$ cat src/rtl/alu_sequencer_pkg.sv
// Shared types for the ALU control sequencer: opcode encodings, sequencer states, flag bit positions.
// The watchdog option is compiled in with ALU_SEQ_WATCHDOG_EN; nothing in this package depends on it.
package definitions;

    localparam int INSTR_W = 9;
    localparam int FLAG_W  = 5;

    typedef enum logic [2:0] {
        kADD = 3'd0,
        kLSL = 3'd1,
        kXOR = 3'd2,
        kAND = 3'd3,
        kCMP = 3'd4,
        kSET = 3'd5,
        kLSR = 3'd6,
        kSUB = 3'd7
    } op_code_t;

    typedef enum logic [1:0] {
        kMOVE  = 2'd0,
        kFLAG  = 2'd1,
        kLOAD  = 2'd2,
        kSTORE = 2'd3
    } data_op_t;

    typedef enum logic [1:0] {
        IDLE = 2'd0,
        EXEC = 2'd1,
        MEM  = 2'd2
    } seq_state_t;

    // Positions inside the architectural flag word {C, Z, E, P, Q}.
    localparam int FLAG_C = 4;
    localparam int FLAG_Z = 3;
    localparam int FLAG_E = 2;
    localparam int FLAG_P = 1;
    localparam int FLAG_Q = 0;

    function automatic logic [FLAG_W-1:0] pack_flags(
        input logic sc_out,
        input logic zero,
        input logic beven,
        input logic parity,
        input logic equal
    );
        logic [FLAG_W-1:0] f;
        f         = '0;
        f[FLAG_C] = sc_out;
        f[FLAG_Z] = zero;
        f[FLAG_E] = beven;
        f[FLAG_P] = parity;
        f[FLAG_Q] = equal;
        return f;
    endfunction

endpackage

$ cat src/rtl/alu_sequencer_instr_decode.sv
// Combinational field extraction and operation classification for one 9-bit instruction word.
// Independent of the ALU_SEQ_WATCHDOG_EN build option.
module instr_decode
    import definitions::*;
(
    input  logic [INSTR_W-1:0] instr_i,
    output logic               data_sig_o,
    output logic [2:0]         alu_op_o,
    output logic [1:0]         data_op_o,
    output logic [2:0]         rd_o,
    output logic [2:0]         rs_o,
    output logic               is_reg_write_o,
    output logic               is_flag_load_o,
    output logic               is_mem_o,
    output logic               is_store_o
);

    always_comb begin
        data_sig_o     = instr_i[8];
        alu_op_o       = '0;
        data_op_o      = '0;
        rd_o           = '0;
        rs_o           = instr_i[2:0];
        is_reg_write_o = 1'b0;
        is_flag_load_o = 1'b0;
        is_mem_o       = 1'b0;
        is_store_o     = 1'b0;

        if (instr_i[8]) begin
            data_op_o      = instr_i[7:6];
            rd_o           = instr_i[5:3];
            // MOVE and FLAG write back from the ALU; LOAD writes later, from memory.
            is_reg_write_o = (instr_i[7:6] == kMOVE) || (instr_i[7:6] == kFLAG);
            is_flag_load_o = (instr_i[7:6] == kFLAG);
            is_mem_o       = (instr_i[7:6] == kLOAD) || (instr_i[7:6] == kSTORE);
            is_store_o     = (instr_i[7:6] == kSTORE);
        end else begin
            alu_op_o       = instr_i[7:5];
            rd_o           = {1'b0, instr_i[4:3]};
            is_reg_write_o = (instr_i[7:5] != kCMP);
            is_flag_load_o = 1'b1;
        end
    end

endmodule

$ cat src/rtl/alu_sequencer.sv
// Instruction-side sequencer for the ALU datapath: IDLE -> EXEC -> (MEM) -> IDLE, flag register, memory handshake.
// Define ALU_SEQ_WATCHDOG_EN to add the MEM_TIMEOUT memory watchdog and the sticky mem_err flag.
module alu_sequencer
    import definitions::*;
#(
    parameter int MEM_TIMEOUT = 16
)
(
    input  logic               Clk,
    input  logic               Reset,
    input  logic               instr_valid,
    input  logic [INSTR_W-1:0] instr,
    output logic               instr_ready,
    output logic [2:0]         rf_addr_a,
    output logic [2:0]         rf_addr_b,
    output logic               rf_wr_en,
    output logic [2:0]         rf_wr_addr,
    output logic               wb_sel,
    output logic [2:0]         ALU_op_code,
    output logic [1:0]         Data_op_code,
    output logic               Data_signifier,
    output logic               SC_IN,
    input  logic               ZERO,
    input  logic               BEVEN,
    input  logic               PARITY,
    input  logic               EQUAL,
    input  logic               SC_OUT,
    output logic               mem_req,
    output logic               mem_we,
    input  logic               mem_ack,
    output logic [FLAG_W-1:0]  flags,
    output logic               busy,
    output logic               mem_err,
    output logic [1:0]         dbg_state_o
);

    // Handshake: an instruction transfers on a rising edge where instr_valid and
    // instr_ready are both 1; instr_ready is 1 exactly when the sequencer is IDLE,
    // and instr_valid in any other state is ignored without consuming the word.

    seq_state_t          state_q, state_d;
    logic [INSTR_W-1:0]  instr_q, instr_d;
    logic [FLAG_W-1:0]   flags_q, flags_d;
    logic                mem_err_q, mem_err_d;

    logic                dec_data_sig;
    logic [2:0]          dec_alu_op;
    logic [1:0]          dec_data_op;
    logic [2:0]          dec_rd;
    logic [2:0]          dec_rs;
    logic                dec_reg_write;
    logic                dec_flag_load;
    logic                dec_mem;
    logic                dec_store;
    logic [FLAG_W-1:0]   alu_status;

`ifdef ALU_SEQ_WATCHDOG_EN
    localparam int CNT_W = (MEM_TIMEOUT > 1) ? $clog2(MEM_TIMEOUT) : 1;
    localparam logic [CNT_W-1:0] CNT_LAST = CNT_W'(MEM_TIMEOUT - 1);
    logic [CNT_W-1:0]    wd_cnt_q, wd_cnt_d;
`endif

    instr_decode u_decode (
        .instr_i        (instr_q),
        .data_sig_o     (dec_data_sig),
        .alu_op_o       (dec_alu_op),
        .data_op_o      (dec_data_op),
        .rd_o           (dec_rd),
        .rs_o           (dec_rs),
        .is_reg_write_o (dec_reg_write),
        .is_flag_load_o (dec_flag_load),
        .is_mem_o       (dec_mem),
        .is_store_o     (dec_store)
    );

    assign alu_status = pack_flags(SC_OUT, ZERO, BEVEN, PARITY, EQUAL);

    always_comb begin
        state_d   = state_q;
        instr_d   = instr_q;
        flags_d   = flags_q;
        mem_err_d = mem_err_q;
`ifdef ALU_SEQ_WATCHDOG_EN
        wd_cnt_d  = wd_cnt_q;
`endif
        unique case (state_q)
            IDLE: begin
                if (instr_valid) begin
                    instr_d = instr;
                    state_d = EXEC;
                end
            end
            EXEC: begin
                if (dec_flag_load) begin
                    flags_d = alu_status;
                end
                if (dec_mem) begin
                    state_d = MEM;
`ifdef ALU_SEQ_WATCHDOG_EN
                    wd_cnt_d = '0;
`endif
                end else begin
                    state_d = IDLE;
                end
            end
            MEM: begin
                if (mem_ack) begin
                    state_d = IDLE;
                end
`ifdef ALU_SEQ_WATCHDOG_EN
                // An ack in the last allowed cycle still completes normally.
                else if (wd_cnt_q == CNT_LAST) begin
                    state_d   = IDLE;
                    mem_err_d = 1'b1;
                end else begin
                    wd_cnt_d = wd_cnt_q + 1'b1;
                end
`endif
            end
            default: state_d = IDLE;
        endcase
    end

    always_ff @(posedge Clk) begin
        if (Reset) begin
            state_q   <= IDLE;
            instr_q   <= '0;
            flags_q   <= '0;
            mem_err_q <= 1'b0;
`ifdef ALU_SEQ_WATCHDOG_EN
            wd_cnt_q  <= '0;
`endif
        end else begin
            state_q   <= state_d;
            instr_q   <= instr_d;
            flags_q   <= flags_d;
            mem_err_q <= mem_err_d;
`ifdef ALU_SEQ_WATCHDOG_EN
            wd_cnt_q  <= wd_cnt_d;
`endif
        end
    end

    logic active;
    logic in_exec;
    logic in_mem;
    logic load_done;

    assign active    = (state_q != IDLE);
    assign in_exec   = (state_q == EXEC);
    assign in_mem    = (state_q == MEM);
    assign load_done = in_mem && !dec_store && mem_ack;

    // Decoded fields are held at zero while IDLE so the datapath sees no stale operation.
    always_comb begin
        instr_ready    = !active;
        busy           = active;
        Data_signifier = active ? dec_data_sig : 1'b0;
        ALU_op_code    = active ? dec_alu_op   : 3'd0;
        Data_op_code   = active ? dec_data_op  : 2'd0;
        rf_addr_a      = active ? dec_rd       : 3'd0;
        rf_addr_b      = active ? dec_rs       : 3'd0;
        rf_wr_addr     = active ? dec_rd       : 3'd0;
        rf_wr_en       = (in_exec && dec_reg_write) || load_done;
        wb_sel         = load_done;
        mem_req        = in_mem;
        mem_we         = in_mem && dec_store;
        SC_IN          = flags_q[FLAG_C];
        flags          = flags_q;
        mem_err        = mem_err_q;
        dbg_state_o    = state_q;
    end

endmodule

$ cat config.mk
export PLATFORM = sky130hd
export DESIGN_NAME = alu_sequencer
export DESIGN_NICKNAME = d
export VERILOG_FILES = /design/src/rtl/alu_sequencer_pkg.sv /design/src/rtl/alu_sequencer_instr_decode.sv /design/src/rtl/alu_sequencer.sv
export SDC_FILE = /design/constraint.sdc
export NUM_CORES = 1
export LEC_CHECK = 0
export CAP_MARGIN = 20
export CORE_MARGIN = 4
export CORE_UTILIZATION = 35
export CTS_CLUSTER_DIAMETER = 80
export DETAILED_ROUTE_END_ITERATION = 16
export PLACE_DENSITY = 0.74
export SLEW_MARGIN = 20
export SYNTH_ARGS = -nofsm -noshare
export SYNTH_HDL_FRONTEND = slang
export SYNTH_SLANG_ARGS = --single-unit
$ cat constraint.sdc
create_clock -name Clk -period 1.7 [get_ports Clk]
set_input_delay 0.51 -clock Clk [delete_from_list [all_inputs] [get_ports Clk]]
set_output_delay 0.51 -clock Clk [all_outputs]
set_load 0.1 [all_outputs]
==> results of run 1 <==
[Yosys cell counts]
cell / n / area, sq um
nand2_1: 1 / 3.75
nand2b_2: 1 / 8.76
and3_4: 1 / 11.3
buf_2: 3 / 15.0
conb_1: 1 / 3.75
inv_2: 2 / 7.51
nand3_2: 1 / 10.0
buf_4: 6 / 45.0
nor3b_2: 2 / 25.0
dfxtp_1: 16 / 320
and2_1: 6 / 37.5
o21bai_1: 1 / 7.51
clkbuf_1: 1 / 3.75
nand2b_1: 11 / 68.8
nor2b_1: 1 / 6.26
nor3b_1: 2 / 15.0
and3_1: 3 / 18.8
a21oi_1: 1 / 5.00
or2_1: 2 / 12.5
nor2_1: 11 / 41.3
mux2i_1: 14 / 140
nand2b_4: 1 / 13.8
o22a_1: 1 / 8.76
a21oi_4: 1 / 16.3
[logic make-up (layout without fill, tap and decap cells)]
group                  count (synthesis)  in the layout  share of synthesized area
other                                  1              1                    0.00443
and+or+nand+nor                       43             44                      0.322
muxes                                 14             14                      0.166
buffers and inverters                 12             71                     0.0843
AOI/OAI and AO/OA                      4              4                     0.0444
DFF                                   16             16                      0.379
[sequential cells by signal (all words and copies together) (netlist names)]
register / cells
dbg_state_o: 2
instr_q: 9
flags: 5
[how the worst min path moves through the flow]
| stage | startpoint | to | slack [ns] | cells after the start |
|---|---|---|---|---|
| floorplan | instr_q[0] | instr_q[0] | 0.46 | 2 |
| global placement | instr_q[4] | instr_q[4] | 0.48 | 2 |
| detailed placement | instr_q[2] | instr_q[2] | 0.49 | 2 |
| CTS | instr_q[2] | instr_q[2] | 0.51 | 2 |
| global route | flags[2] | flags[2] | 0.55 | 2 |
| finish | instr_q[2] | instr_q[2] | 0.51 | 2 |
[metrics by stage]
stage / power [W] / std cells / setup slack (ns)
detailed placement: 0.000820 / 165 / -0.335
global placement: 0.000812 / 165 / -0.308
finish: 0.00108 / 178 / -0.201
CTS: 0.00108 / 174 / -0.228
floorplan: 0.000668 / 90 / -0.532
global route: 0.00112 / 178 / -0.234
[routing by layer]
layer,part of all wire,GRT usage,up-vias,routed length [um]
li1,-,-,408,-
met4,0.019,0.0728,0,48
met1,0.37,0.165,366,937
met2,0.54,0.313,31,1350
met3,0.066,0.0339,5,165
met5,0,0,-,0
[repair_timing]
action,in CTS,in global routing
gates resized for setup,4,6
buffers inserted,5,5
cloned,1,0
pin swaps,4,6
setup endpoints to repair,20,21
[layout by cell type (no fill, tap or decap), drive strengths merged]
cell type,n
dlygate4sd2,1
buf,48
or2,3
nand2,1
nor3b,4
mux2i,14
o21bai,1
and2,6
dfxtp,16
o22a,1
clkbuf,4
and3,4
nand2b,13
nor2b,1
inv,2
clkdlybuf4s50,16
a21oi,2
conb,1
nand3,1
nor2,11
[critical path, stage by stage, from the launching register on]
cell,delay (ns)
dfxtp_4,0.37
nand2b_4,0.15
inv_8,0.03
and3_4,0.14
or2_4,0.23
buf_12,0.17
[final cells by class]
cell class                      instances  area (sq um)
Sequential cell                        16           334
Fill cell                             124           368
Inverter                                2          22.5
Multi-Input combinational cell         63           539
Clock buffer                            4          36.3
Tap cell                               28          35.0
Timing Repair Buffer                   65           920
[where the power goes]
group / leakage, nW / switching [W] / total (W) / internal (W)
Sequential: 0.134 / 0.0000192 / 0.000413 / 0.000394
Clock: 0.0210 / 0.000121 / 0.000252 / 0.000131
Combinational: 0.621 / 0.000231 / 0.000412 / 0.000181
Total: 0.776 / 0.000372 / 0.00108 / 0.000705
==> flow_metrics.env, run 1 <==
export IMPL_syn2layout_area_growth_pct=123
export IMPL_root_buffer="clkbuf_4"
export IMPL_crit_path_end="rf_wr_en"
export IMPL_critPathMaxFanout=4
export IMPL_worst_setup_path_type="reg2out"
export IMPL_drive_above_1_share=0.540
export IMPL_antenna_found_initial=0
export IMPL_syn_avg_cell_area_sq_um=9.40
export IMPL_rsz0062_at_grt="true"
export IMPL_antenna_left=0
export IMPL_drc_errors=0
export IMPL_synth_seq_cells=16
export IMPL_rows=17
export IMPL_r2r_end="instr_q[0]"
export IMPL_setup_worst_path_start_class="flop"
export IMPL_setup_ws_ns=-0.201
export IMPL_place_area_sq_um=1760
export IMPL_chipWidth_um=57.2
export IMPL_drt_iter0_drc=1
export IMPL_clockBufferDepth=2
export IMPL_worstPathRequired_ns=1.19
export IMPL_final_nets=169
export IMPL_htreeDepth=1
export IMPL_synthesis_nets=108
export IMPL_power_density_nw_per_um2=571
export IMPL_final_util=0.837
export IMPL_worstPathArrival_ns=1.39
export IMPL_worst_ir_drop_vdd_mv=0.649
export IMPL_fin_area_sq_um=1890
export IMPL_grt_pass1_wl_um=4150
export IMPL_r2r_cells=6
export IMPL_cts_tree="built"
export IMPL_die_h_um=57.2
export IMPL_synthesis_area_sq_um=846
export IMPL_maxCapViolCount=0
export IMPL_synth_cell_type_count=24
export IMPL_antenna_cells=0
export IMPL_setup_tns_ns=-2.62
export IMPL_viasPerCell=4.55
export IMPL_power_leakage_nw=0.776
export IMPL_hold_class="reg2reg"
export IMPL_syn_inst=90
export IMPL_initial_utilization=0.375
export IMPL_numCtsBuffers=3
export IMPL_violations="setup timing"
export IMPL_cts_hold_fix_buffers=0
export IMPL_wl_um=2500
export IMPL_port_buffers=46
export IMPL_synth_yosys_warnings=0
export IMPL_hpwl_um=1940
export IMPL_grt_pass1_vias=891
export IMPL_regToRegSetupSlack_ns=0.32
export IMPL_slew_viol_final=0
export IMPL_coreArea_sq_um=2250
export IMPL_dr_pass1_iters=2
export IMPL_vias=810
export IMPL_hold_slack_ns=0.511
export IMPL_end_kind="primary output"
export IMPL_clk_latency_ns=0.29
export IMPL_r2r_start="dbg_state_o[0]"
export IMPL_status="finished, violations left"
export IMPL_clk_pin_slew_ns=0.09
export IMPL_min_period_ns=1.90
export IMPL_worstSetupStartpoint="dbg_state_o[0]"
export IMPL_finalSetupViolCount=20
export IMPL_grt_max_degree=16
export IMPL_max_freq_mhz=526
export IMPL_ios=48
export IMPL_die_area_sq_um=3270
export IMPL_avgRoutedWirePerCell_um=14.0
export IMPL_grtUsageTotal=0.162
export IMPL_period_share=1.12
export IMPL_final_hold_violation_count=0
export IMPL_clock_skew_ns=0.00111
export IMPL_place_congestion=0.706
export IMPL_grt_ovfl_total=0
export IMPL_cts_sinks=16
export IMPL_seq_area_frac_synth=0.379
No activity file was read; power rests on OpenSTA's default activity.
==> run 2: changes to the inputs <==
Settings changed: MAX_ROUTING_LAYER from default to met4.
==> run 2 against run 1 <==
Compared with the run above:
- the run still ends with setup timing left
- non-clock buffer count unchanged
- largest power group unchanged
- clock power about the same
- via count unchanged
==> flow_metrics.env, run 2 (synthesis gave the netlist of run 1 again) <==
export IMPL_status="finished, violations left"
export IMPL_violations="setup timing"
export IMPL_root_buffer="clkbuf_4"
export IMPL_dp_cells=165
export IMPL_final_nets=169
export IMPL_die_h_um=57.2
export IMPL_rsz0062_at_grt="true"
export IMPL_setup_worst_path_start_class="flop"
export IMPL_final_util=0.837
export IMPL_drive_above_1_share=0.540
export IMPL_r2r_start="dbg_state_o[0]"
export IMPL_coreArea_sq_um=2250
export IMPL_nFillCells=124
export IMPL_largest_reg_flops=9
export IMPL_hold_slack_ns=0.511
export IMPL_finalSetupViolCount=20
export IMPL_regToRegSetupSlack_ns=0.32
export IMPL_antenna_left=0
export IMPL_worst_setup_path_type="reg2out"
export IMPL_instances_no_fill=178
export IMPL_cts_sinks=16
export IMPL_syn2layout_area_growth_pct=123
export IMPL_grtUsageTotal=0.167
export IMPL_final_common_cell="buf_12"
export IMPL_r2r_cells=6
export IMPL_power_density_nw_per_um2=571
export IMPL_clock_skew_ns=0.00126
export IMPL_ff_latch_area_sq_um=334
export IMPL_post_place_ws_ns=-0.335
export IMPL_hpwl_um=1940
export IMPL_final_hold_violation_count=0
export IMPL_grt_pass1_vias=893
export IMPL_slew_viol_final=0
export IMPL_worstHoldStart="instr_q[2]"
export IMPL_cts_hold_fix_buffers=0
export IMPL_antenna_found_initial=0
export IMPL_end_kind="primary output"
export IMPL_htreeDepth=1
export IMPL_ios=48
export IMPL_r2r_end="instr_q[0]"
export IMPL_maxCapViolCount=0
export IMPL_largest_register="instr_q"
export IMPL_grt_ovfl_total=0
export IMPL_numCtsBuffers=3
export IMPL_worstPathArrival_ns=1.39
export IMPL_initial_utilization=0.375
export IMPL_drt_iter0_drc=1
export IMPL_viasPerCell=4.55
export IMPL_drc_errors=0
export IMPL_vias=810
export IMPL_min_period_ns=1.90
export IMPL_max_freq_mhz=526
export IMPL_grt_pass1_wl_um=4130
export IMPL_final_cell_mix="buf_12 (30), clkdlybuf4s50_1 (16), mux2i_1 (14), buf_4 (14)"
export IMPL_hold_class="reg2reg"
export IMPL_cts_tree="built"
export IMPL_place_congestion=0.714
export IMPL_worstPathRequired_ns=1.19
export IMPL_antenna_cells=0
export IMPL_avgRoutedWirePerCell_um=14.1
export IMPL_grt_max_degree=16
export IMPL_multi_input_area_sq_um=539
export IMPL_critPathMaxFanout=4
export IMPL_period_share=1.12
export IMPL_clk_latency_ns=0.29
export IMPL_hold_depth=2
export IMPL_power_leakage_nw=0.776
export IMPL_setup_ws_ns=-0.201
export IMPL_worst_ir_drop_vdd_mv=0.648
export IMPL_wl_um=2500
export IMPL_die_area_sq_um=3270
export IMPL_chipWidth_um=57.2
export IMPL_clockBufferDepth=2
export IMPL_port_buffers=46
export IMPL_rows=17
export IMPL_hold_end="instr_q[2]"
export IMPL_dr_pass1_iters=2
export IMPL_clk_pin_slew_ns=0.09
## run 2: report_power, final
group / switching (W) / internal, W / total [W]
Sequential: 0.0000192 / 0.000394 / 0.000413
Clock: 0.000121 / 0.000131 / 0.000252
Combinational: 0.000231 / 0.000181 / 0.000412
## run 2: per-layer routing
layer	routed length (um)	GRT usage	vias up
met5	0	-	-
met4	48	0.0728	0
met3	165	0.0362	5
met2	1350	0.313	31
met1	939	0.163	366
li1	-	-	408
## run 2: timing repair
| item | CTS | global route |
|---|---|---|
| pin swaps | 4 | 6 |
| endpoints found under the hold margin | 0 | 0 |
| buffers inserted | 5 | 5 |
| setup endpoints to repair | 20 | 21 |
| resized for setup | 4 | 6 |
| gates cloned | 1 | 0 |
## run 2: through the flow
| stage | total power (W) | TNS, ns | cell area, sq um |
|---|---|---|---|
| 2_1_floorplan | 0.000668 | -5.76 | 970 |
| 3_3_place_gp | 0.000812 | -0.561 | 1760 |
| 3_5_place_dp | 0.000820 | -0.796 | 1760 |
| 4_1_cts | 0.00108 | -3.05 | 1840 |
| 5_1_grt | 0.00112 | -3.23 | 1890 |
| 6_report | 0.00108 | -2.62 | 1890 |
## run 2: area by class of cell
cell class | count | share of cell area
Clock buffer | 4 | 0.0192
Timing Repair Buffer | 65 | 0.487
Tap cell | 28 | 0.0186
Multi-Input combinational cell | 63 | 0.286
Sequential cell | 16 | 0.177
Inverter | 2 | 0.0119
## run 2: worst max-delay path by stage
stage	startpoint	end	slack (ns)	cells after the start
final	dbg_state_o[0]	rf_wr_en	-0.20	5
after global routing	dbg_state_o[0]	rf_wr_en	-0.23	5
after CTS	dbg_state_o[0]	rf_wr_en	-0.23	5
after detailed placement	mem_ack	rf_wr_en	-0.33	4
after global placement	mem_ack	rf_wr_en	-0.31	4
after floorplan	dbg_state_o[1]	ALU_op_code[0]	-0.53	3
## run 2: critical path: stages (launching register included)
cell and delay [ns]:
dfxtp_4 0.37, nand2b_4 0.15, inv_8 0.03, and3_4 0.14, or2_4 0.23, buf_12 0.17
